**src/rtl/defs_pkg.sv**
```systemverilog
// Shared types for the CPU control path: control bundle, ALU flags, opcodes, FSM states.
// CU_HALT_EN adds the S_HALT state used by the HALT opcode.
package defs_pkg;

   typedef struct packed {
      logic z;
      logic n;
      logic c;
      logic v;
   } alu_flags_t;

   typedef enum logic [2:0] {
      ALU_ADD = 3'd0,
      ALU_SUB = 3'd1,
      ALU_AND = 3'd2,
      ALU_OR  = 3'd3,
      ALU_XOR = 3'd4
   } alu_op_e;

   typedef enum logic [3:0] {
      OP_NOP  = 4'h0,
      OP_ADD  = 4'h1,
      OP_SUB  = 4'h2,
      OP_AND  = 4'h3,
      OP_OR   = 4'h4,
      OP_XOR  = 4'h5,
      OP_LDI  = 4'h6,
      OP_LD   = 4'h7,
      OP_ST   = 4'h8,
      OP_BEQ  = 4'h9,
      OP_BNE  = 4'hA,
      OP_BLT  = 4'hB,
      OP_JMP  = 4'hC,
      OP_JR   = 4'hD,
      OP_CMP  = 4'hE,
      OP_HALT = 4'hF
   } opcode_e;

   typedef struct packed {
      logic       PC_write;
      logic       PC_sel;
      logic [1:0] ADDER_sel;
      logic       IR_load;
      logic       AB_load;
      logic       REG2_sel;
      logic       RF_write;
      logic [1:0] REGW_sel;
      logic [2:0] ALU_op;
      logic       ACC_load;
      logic       FLAGS_load;
      logic       MAR_load;
      logic       MDR_load;
      logic       MEM_write;
   } ctrl_sig_t;

   typedef enum logic [2:0] {
      S_FETCH  = 3'd0,
      S_IR     = 3'd1,
      S_DECODE = 3'd2,
      S_EXEC   = 3'd3,
      S_MEM    = 3'd4,
      S_STORE  = 3'd5,
`ifdef CU_HALT_EN
      S_WB     = 3'd6,
      S_HALT   = 3'd7
`else
      S_WB     = 3'd6
`endif
   } cu_state_e;

   localparam logic [1:0] ADDER_PLUS2 = 2'd0;
   localparam logic [1:0] ADDER_IMM8  = 2'd1;
   localparam logic [1:0] ADDER_IMM12 = 2'd2;

   localparam logic [1:0] REGW_ACC  = 2'd0;
   localparam logic [1:0] REGW_MDR  = 2'd1;
   localparam logic [1:0] REGW_IMM4 = 2'd2;

   function automatic alu_op_e alu_op_for(input opcode_e op);
      alu_op_e r;
      r = ALU_ADD;
      case (op)
         OP_SUB, OP_CMP: r = ALU_SUB;
         OP_AND:         r = ALU_AND;
         OP_OR:          r = ALU_OR;
         OP_XOR:         r = ALU_XOR;
         default:        r = ALU_ADD;
      endcase
      return r;
   endfunction

endpackage

```
**src/rtl/branch_cond.sv**
```systemverilog
// Branch condition evaluator: BEQ on Z, BNE on !Z, BLT on N^V; zero for any other opcode.
module branch_cond
   import defs_pkg::*;
(
   input  opcode_e    opcode,
   input  alu_flags_t flags,
   output logic       take
);

   logic unused_carry;
   assign unused_carry = flags.c;

   always_comb begin
      take = 1'b0;
      case (opcode)
         OP_BEQ:  take = flags.z;
         OP_BNE:  take = ~flags.z;
         OP_BLT:  take = flags.n ^ flags.v;
         default: take = 1'b0;
      endcase
   end

endmodule

```
**src/rtl/control_unit.sv**
```systemverilog
// Multicycle control FSM: Moore decode of state plus opcode into the datapath control bundle.
// CU_HALT_EN enables the HALT opcode (S_HALT, halted output); otherwise opcode F behaves as NOP.
module control_unit
   import defs_pkg::*;
#(
   parameter int        INSTR_WIDTH = 16,
   parameter cu_state_e RESET_STATE = S_FETCH
) (
   input  logic                   clk,
   input  logic                   resetn,
   input  logic [INSTR_WIDTH-1:0] instruct,
   input  alu_flags_t             flags,
   output ctrl_sig_t              sigs,
   output logic                   halted
);

   cu_state_e state_q, state_d;
   logic      take_q, take_d;
   logic      take;
   opcode_e   op;

   assign op = opcode_e'(instruct[3:0]);

   logic unused_instr;
   assign unused_instr = ^instruct[INSTR_WIDTH-1:4];

   branch_cond u_branch_cond (
      .opcode (op),
      .flags  (flags),
      .take   (take)
   );

   // Condition is latched at the end of S_DECODE so S_EXEC drives PC_write from a flop;
   // flags are registered and unchanged between the two cycles.
   always_comb begin
      take_d = take_q;
      if (state_q == S_DECODE) take_d = take;
   end

   always_ff @(posedge clk or negedge resetn) begin
      if (!resetn) begin
         state_q <= RESET_STATE;
         take_q  <= 1'b0;
      end else begin
         state_q <= state_d;
         take_q  <= take_d;
      end
   end

   always_comb begin
      sigs    = '0;
      state_d = state_q;
      case (state_q)
         S_FETCH: state_d = S_IR;
         S_IR: begin
            sigs.IR_load   = 1'b1;
            sigs.PC_write  = 1'b1;
            sigs.ADDER_sel = ADDER_PLUS2;
            state_d        = S_DECODE;
         end
         S_DECODE: begin
            sigs.AB_load  = 1'b1;
            sigs.REG2_sel = 1'b0;
            case (op)
               OP_NOP: state_d = S_FETCH;
               OP_LDI: state_d = S_WB;
               OP_JR: begin
                  sigs.PC_write = 1'b1;
                  sigs.PC_sel   = 1'b1;
                  state_d       = S_FETCH;
               end
`ifdef CU_HALT_EN
               OP_HALT: state_d = S_HALT;
`else
               OP_HALT: state_d = S_FETCH;
`endif
               default: state_d = S_EXEC;
            endcase
         end
         S_EXEC: begin
            state_d = S_FETCH;
            case (op)
               OP_ADD, OP_SUB, OP_AND, OP_OR, OP_XOR: begin
                  sigs.ALU_op     = alu_op_for(op);
                  sigs.ACC_load   = 1'b1;
                  sigs.FLAGS_load = 1'b1;
                  state_d         = S_WB;
               end
               OP_CMP: begin
                  sigs.ALU_op     = ALU_SUB;
                  sigs.FLAGS_load = 1'b1;
               end
               OP_BEQ, OP_BNE, OP_BLT: begin
                  sigs.PC_write  = take_q;
                  sigs.ADDER_sel = ADDER_IMM8;
               end
               OP_JMP: begin
                  sigs.PC_write  = 1'b1;
                  sigs.ADDER_sel = ADDER_IMM12;
               end
               OP_LD, OP_ST: begin
                  sigs.MAR_load = 1'b1;
                  state_d       = S_MEM;
               end
               default: state_d = S_FETCH;
            endcase
         end
         S_MEM: begin
            if (op == OP_ST) begin
               sigs.AB_load  = 1'b1;
               sigs.REG2_sel = 1'b1;
               state_d       = S_STORE;
            end else begin
               sigs.MDR_load = 1'b1;
               state_d       = S_WB;
            end
         end
         S_STORE: begin
            sigs.MEM_write = 1'b1;
            state_d        = S_FETCH;
         end
         S_WB: begin
            sigs.RF_write = 1'b1;
            case (op)
               OP_LD:   sigs.REGW_sel = REGW_MDR;
               OP_LDI:  sigs.REGW_sel = REGW_IMM4;
               default: sigs.REGW_sel = REGW_ACC;
            endcase
            state_d = S_FETCH;
         end
`ifdef CU_HALT_EN
         S_HALT: state_d = S_HALT;
`endif
         default: state_d = S_FETCH;
      endcase
   end

`ifdef CU_HALT_EN
   assign halted = (state_q == S_HALT);
`else
   assign halted = 1'b0;
`endif

endmodule

```
**config.mk**
```make
export PLATFORM = sky130hd
export DESIGN_NAME = control_unit
export DESIGN_NICKNAME = d
export VERILOG_FILES = /design/src/rtl/defs_pkg.sv /design/src/rtl/branch_cond.sv /design/src/rtl/control_unit.sv
export SDC_FILE = /design/constraint.sdc
export NUM_CORES = 1
export LEC_CHECK = 0
export CAP_MARGIN = 25
export CORE_UTILIZATION = 35
export CTS_BUF_LIST = sky130_fd_sc_hd__clkbuf_8
export DETAILED_ROUTE_END_ITERATION = 12
export PLACE_DENSITY_LB_ADDON = 0.08
export SYNTH_ARGS = -nofsm -noshare
export SYNTH_HDL_FRONTEND = slang
export SYNTH_SLANG_ARGS = --single-unit
```
**constraint.sdc**
```tcl
create_clock -name clk -period 1.5 [get_ports clk]
set_input_delay 0.3 -clock clk [delete_from_list [all_inputs] [get_ports clk]]
set_output_delay 0.3 -clock clk [all_outputs]
set_load 0.01 [all_outputs]
```
==> Word level (Yosys, flattened, before mapping) <==
Cells that the tools add are included.
{ "op_classes": {"n_eq_ne": 21, "n_mux": 25, "bitwise_logic": 2, "n_reduce_logical": 8} }
{ "ops": {"columns": ["cell", "count"], "rows": [
  ["$eq A4 B4 Y1 const B", 8],
  ["$pmux W3 S2", 3],
  ["$eq A4 B3 Y1 const B", 4],
  ["$pmux W3 S5", 1],
  ["$pmux W2 S2", 3],
  ["$pmux W3 S4", 1],
  ["$eq A3 B3 Y1 const B", 3],
  ["$eq A4 B2 Y1 const B", 2],
  ["$mux W1", 8],
  ["$mux W2", 4],
  ["$eq A3 B2 Y1 const B", 2],
  ["$mux W6", 1],
  ["$pmux W1 S3", 2],
  ["$reduce_or A3 Y1", 2],
  ["$reduce_or A6 Y1", 1],
  ["$reduce_or A5 Y1", 1],
  ["$eq A4 B1 Y1 const B", 1],
  ["$logic_not A4 Y1", 1],
  ["$reduce_or A2 Y1", 2],
  ["$eq A3 B1 Y1 const B", 1],
  ["$logic_not A3 Y1", 1],
  ["$mux W3", 1],
  ["$pmux W1 S2", 1],
  ["$not A1 Y1", 1],
  ["$xor A1 B1 Y1", 1]
]} }
{ "word_totals": {"regBits": 4, "in_bits": 22, "out_inout_bits": 19, "wordCells": 58} }

==> Logic depth before layout (Yosys ltp) <==
{ "depth": {"word_depth": 5, "mapped_depth": 6, "mapped_depth_nobuf": 4} }

==> Modules after synthesis <==
From an unflattened synthesis, not the netlist that was laid out.
{ "unflattened": {"hier_cells": 88, "hier_area_um2": 595.6} }
{ "by_module_without_submodules": {"columns": ["mod", "n_inst", "cells_each", "area_per_inst_um2", "seq_area_each_um2"], "rows": [
  ["control_unit", 1, 83, 553.0, 100.1],
  ["branch_cond", 1, 5, 42.5, 0.0]
]} }

==> Worst setup path before layout <==
OpenSTA, ideal clock, no wires.
{ "synth_timing": {"path_kind": "reg2out", "startpoint": "register state_q[2]", "endpoint": "output port sigs[5] (netlist bit)", "arrival_time_ns": 1.406, "required_ns": 1.200, "slack_ns": -0.206, "stages_incl_launch_ff": 4, "path_buffers": 1, "path_cell_list": "dfrtp_1 > clkbuf_2 > nand3b_2 > a2111oi_0"} }
{ "synth_rtl": {"columns": ["element", "line_no", "rtl"], "rows": [
  ["from (decl)", "control_unit.sv:17", "cu_state_e state_q, state_d;"],
  ["from (signal assigned)", "control_unit.sv:45", "state_q <= state_d;"],
  ["to (decl)", "control_unit.sv:13", "output ctrl_sig_t sigs,"]
]} }

==> impl_metrics.ini <==
[run_status]
status = finished with violations
violations = negative setup slack

[die]
die_width_microns = 42.7
rows = 14
die_area_sq_mm = 0.00182
start_util_pct = 38.0
ios = 41
die_h_microns = 42.7
core_region_area_sq_mm = 0.00152

[layout]
diodes = 0
stdcell_area_sq_mm = 0.00126
layout.area.seq_sq_um = 104
final_core_util_pct = 82.6
area_growth_pct = 117
drive_above_1_share_pct = 66.2
final_nets = 163
multi_input_area_sq_um = 598
num-fill-cells = 96
final_cells = 155

[synthesis]
syn_avg_cell_area_sq_um = 7.15
synth-main-ff-cell = dfrtp_1
ys.warnings.count = 0
syn_inst = 81
ys_async_sr_fraction_pct = 100
synth_common_cells = nor2_1, a21oi_1, buf_2, nor3_1
ys_seq_area_share_pct = 17.3
ys_seq_elements = 4
synth_most_common_cell = nor2_1
synth_cell_types = 37
yosys.area.top_type = dfrtp_1
syn_area_sq_um = 579
synth_edf_count = 0
synth_top_area_share_pct = 17.3
synthTopCellsByArea = dfrtp_1, nor2_1, a21oi_1
syn_nets = 103

[clock_network]
cts_made_buffers = 3
clk_pin_slew_worst_paths_ns = 0.04
clock-sinks = 4
clock_latency_ns = 0.22
cts_tree = built
cts_buffer_depth = 2
cts-root-buf = clkbuf_8
cts_max_level = 1

[sta]
rsz0062_at_grt = yes
maxSlewViolCount = 0
maxClockFrequency_ghz = 0.588
finalHoldViolCount = 0
finalSetupViolations = 17
finalCritPeriodShare_pct = 113
min_period_ns = 1.70
fin_tns_setup_ns = -1.99
skew_ns = 0.00883
final.setup.worst_slack_ns = -0.201

[power_and_ir_drop]
power.density_mw_per_mm2 = 1370
irDropWorstVdd_mv = 1.13
p_leak_nw = 0.597

[worst_setup_path]
critPathCaptureType = output pin
cp_max_fo = 4
crit_type = reg -> out
cp.arrival_ns = 1.40
r2r_end = state_q[1]$_DFF_PN0_
cp-start-kind = flop
critical_path_required_ns = 1.20
rr_worst_depth = 6
r2r_slack_ns = 0.06
r2r-start = state_q[0]$_DFF_PN0_

[route]
dr_total_vias = 828
ant_nets = 0
drc = 0
avgRoutedWirePerCell_microns = 15.3
firstDrtPassIters = 4
drtIter0Drc = 19
wl_microns = 2380
via_per_inst = 5.34

[placed_design]
dpl.cell_count = 136
portBuffers = 26
preCtsSetupSlack_ns = -0.911
hpwlAfterDp_microns = 1370
placed_area_sq_mm = 0.00103
gp_congestion = 0.823

[global_routing]
antenna_found_initial = 0
gr-usage-all-layers_pct = 26.8
grt_pass1_wl_microns = 3680
grt_pass1_vias = 776
grt_max_degree = 10
grt-ovfl-total = 0

[flow_run]
drv_cap = 0

[worst_hold_path]
hp-class = in -> async
[metal layers]
layer,GRT usage [%],routed length [microns]
met3,6.38,85
met2,47.0,1250
met5,0,0
met4,5.00,0
met1,33.1,1040
[critical path, stage by stage (launching register included)]
cell	delay (ns)
dfrtp_2	0.41
buf_6	0.14
nand2b_4	0.07
nor4_4	0.31
a21oi_2	0.06
nand2_1	0.07
buf_2	0.12
[worst max-delay path by stage]
stage | startpoint | to | cells past startpoint
6_report | state_q[1]$_DFF_PN0_ | sigs[17] | 6
5_1_grt | state_q[2]$_DFF_PN0_ | sigs[17] | 6
4_1_cts | state_q[2]$_DFF_PN0_ | sigs[4] | 5
3_5_place_dp | instruct[2] | sigs[5] | 6
3_3_place_gp | instruct[1] | sigs[2] | 4
2_1_floorplan | state_q[0]$_DFF_PN0_ | sigs[9] | 3
[cells by family (layout without fill, tap and decap cells)]
logic type	after synthesis	in the layout	synth area share, %
other cells	1	1	0.647
flops	4	4	17.3
buf+inv	11	69	11.0
xor+xnor	2	2	3.02
simple gates	46	46	47.9
compound gates	17	17	20.1
[registers in the layout, summed over array words and instances, names as in the netlist]
register and flops:
state_q 3, take_q 1
[report_power, final]
| group | switching, mW | internal, mW | total [mW] |
|---|---|---|---|
| logic | 0.565 | 0.678 | 1.24 |
| registers | 0.0801 | 0.165 | 0.245 |
| clock network | 0.0602 | 0.171 | 0.232 |
[metrics by stage]
step	total power [mW]	hold WS (ns)
after CTS	1.61	0.286
after detailed placement	1.06	0.518
after global placement	1.04	0.512
final	1.72	0.296
after floorplan	0.655	0.00441
after global routing	1.82	0.302
[placed cells by master (no fill, tap or decap), types with 3 or more instances in the layout]
cell type         n
buf_6            12
nand2_1           4
clkdlybuf4s50_1   4
buf_4            29
nor2_1            6
nand3b_1          4
dfrtp_2           3
a21oi_1           5
buf_2            19
clkbuf_8          3
o21ai_0           3
[repair_timing]
action,4_1_cts,5_1_grt
hold buffers,0,0
gates resized for setup,119,9
buffers inserted,15,1
setup endpoints to repair,21,20
pin swaps,6,5
[final cells by class]
type                    count  share of cell area (%)
repair buffers             64                    38.8
multi-input cells          66                    47.5
flip-flops and latches      4                    8.25
clock buffers               3                    3.28
well taps                  16                    1.59
inverters                   2                   0.596
No activity file was read; power rests on OpenSTA's default activity.
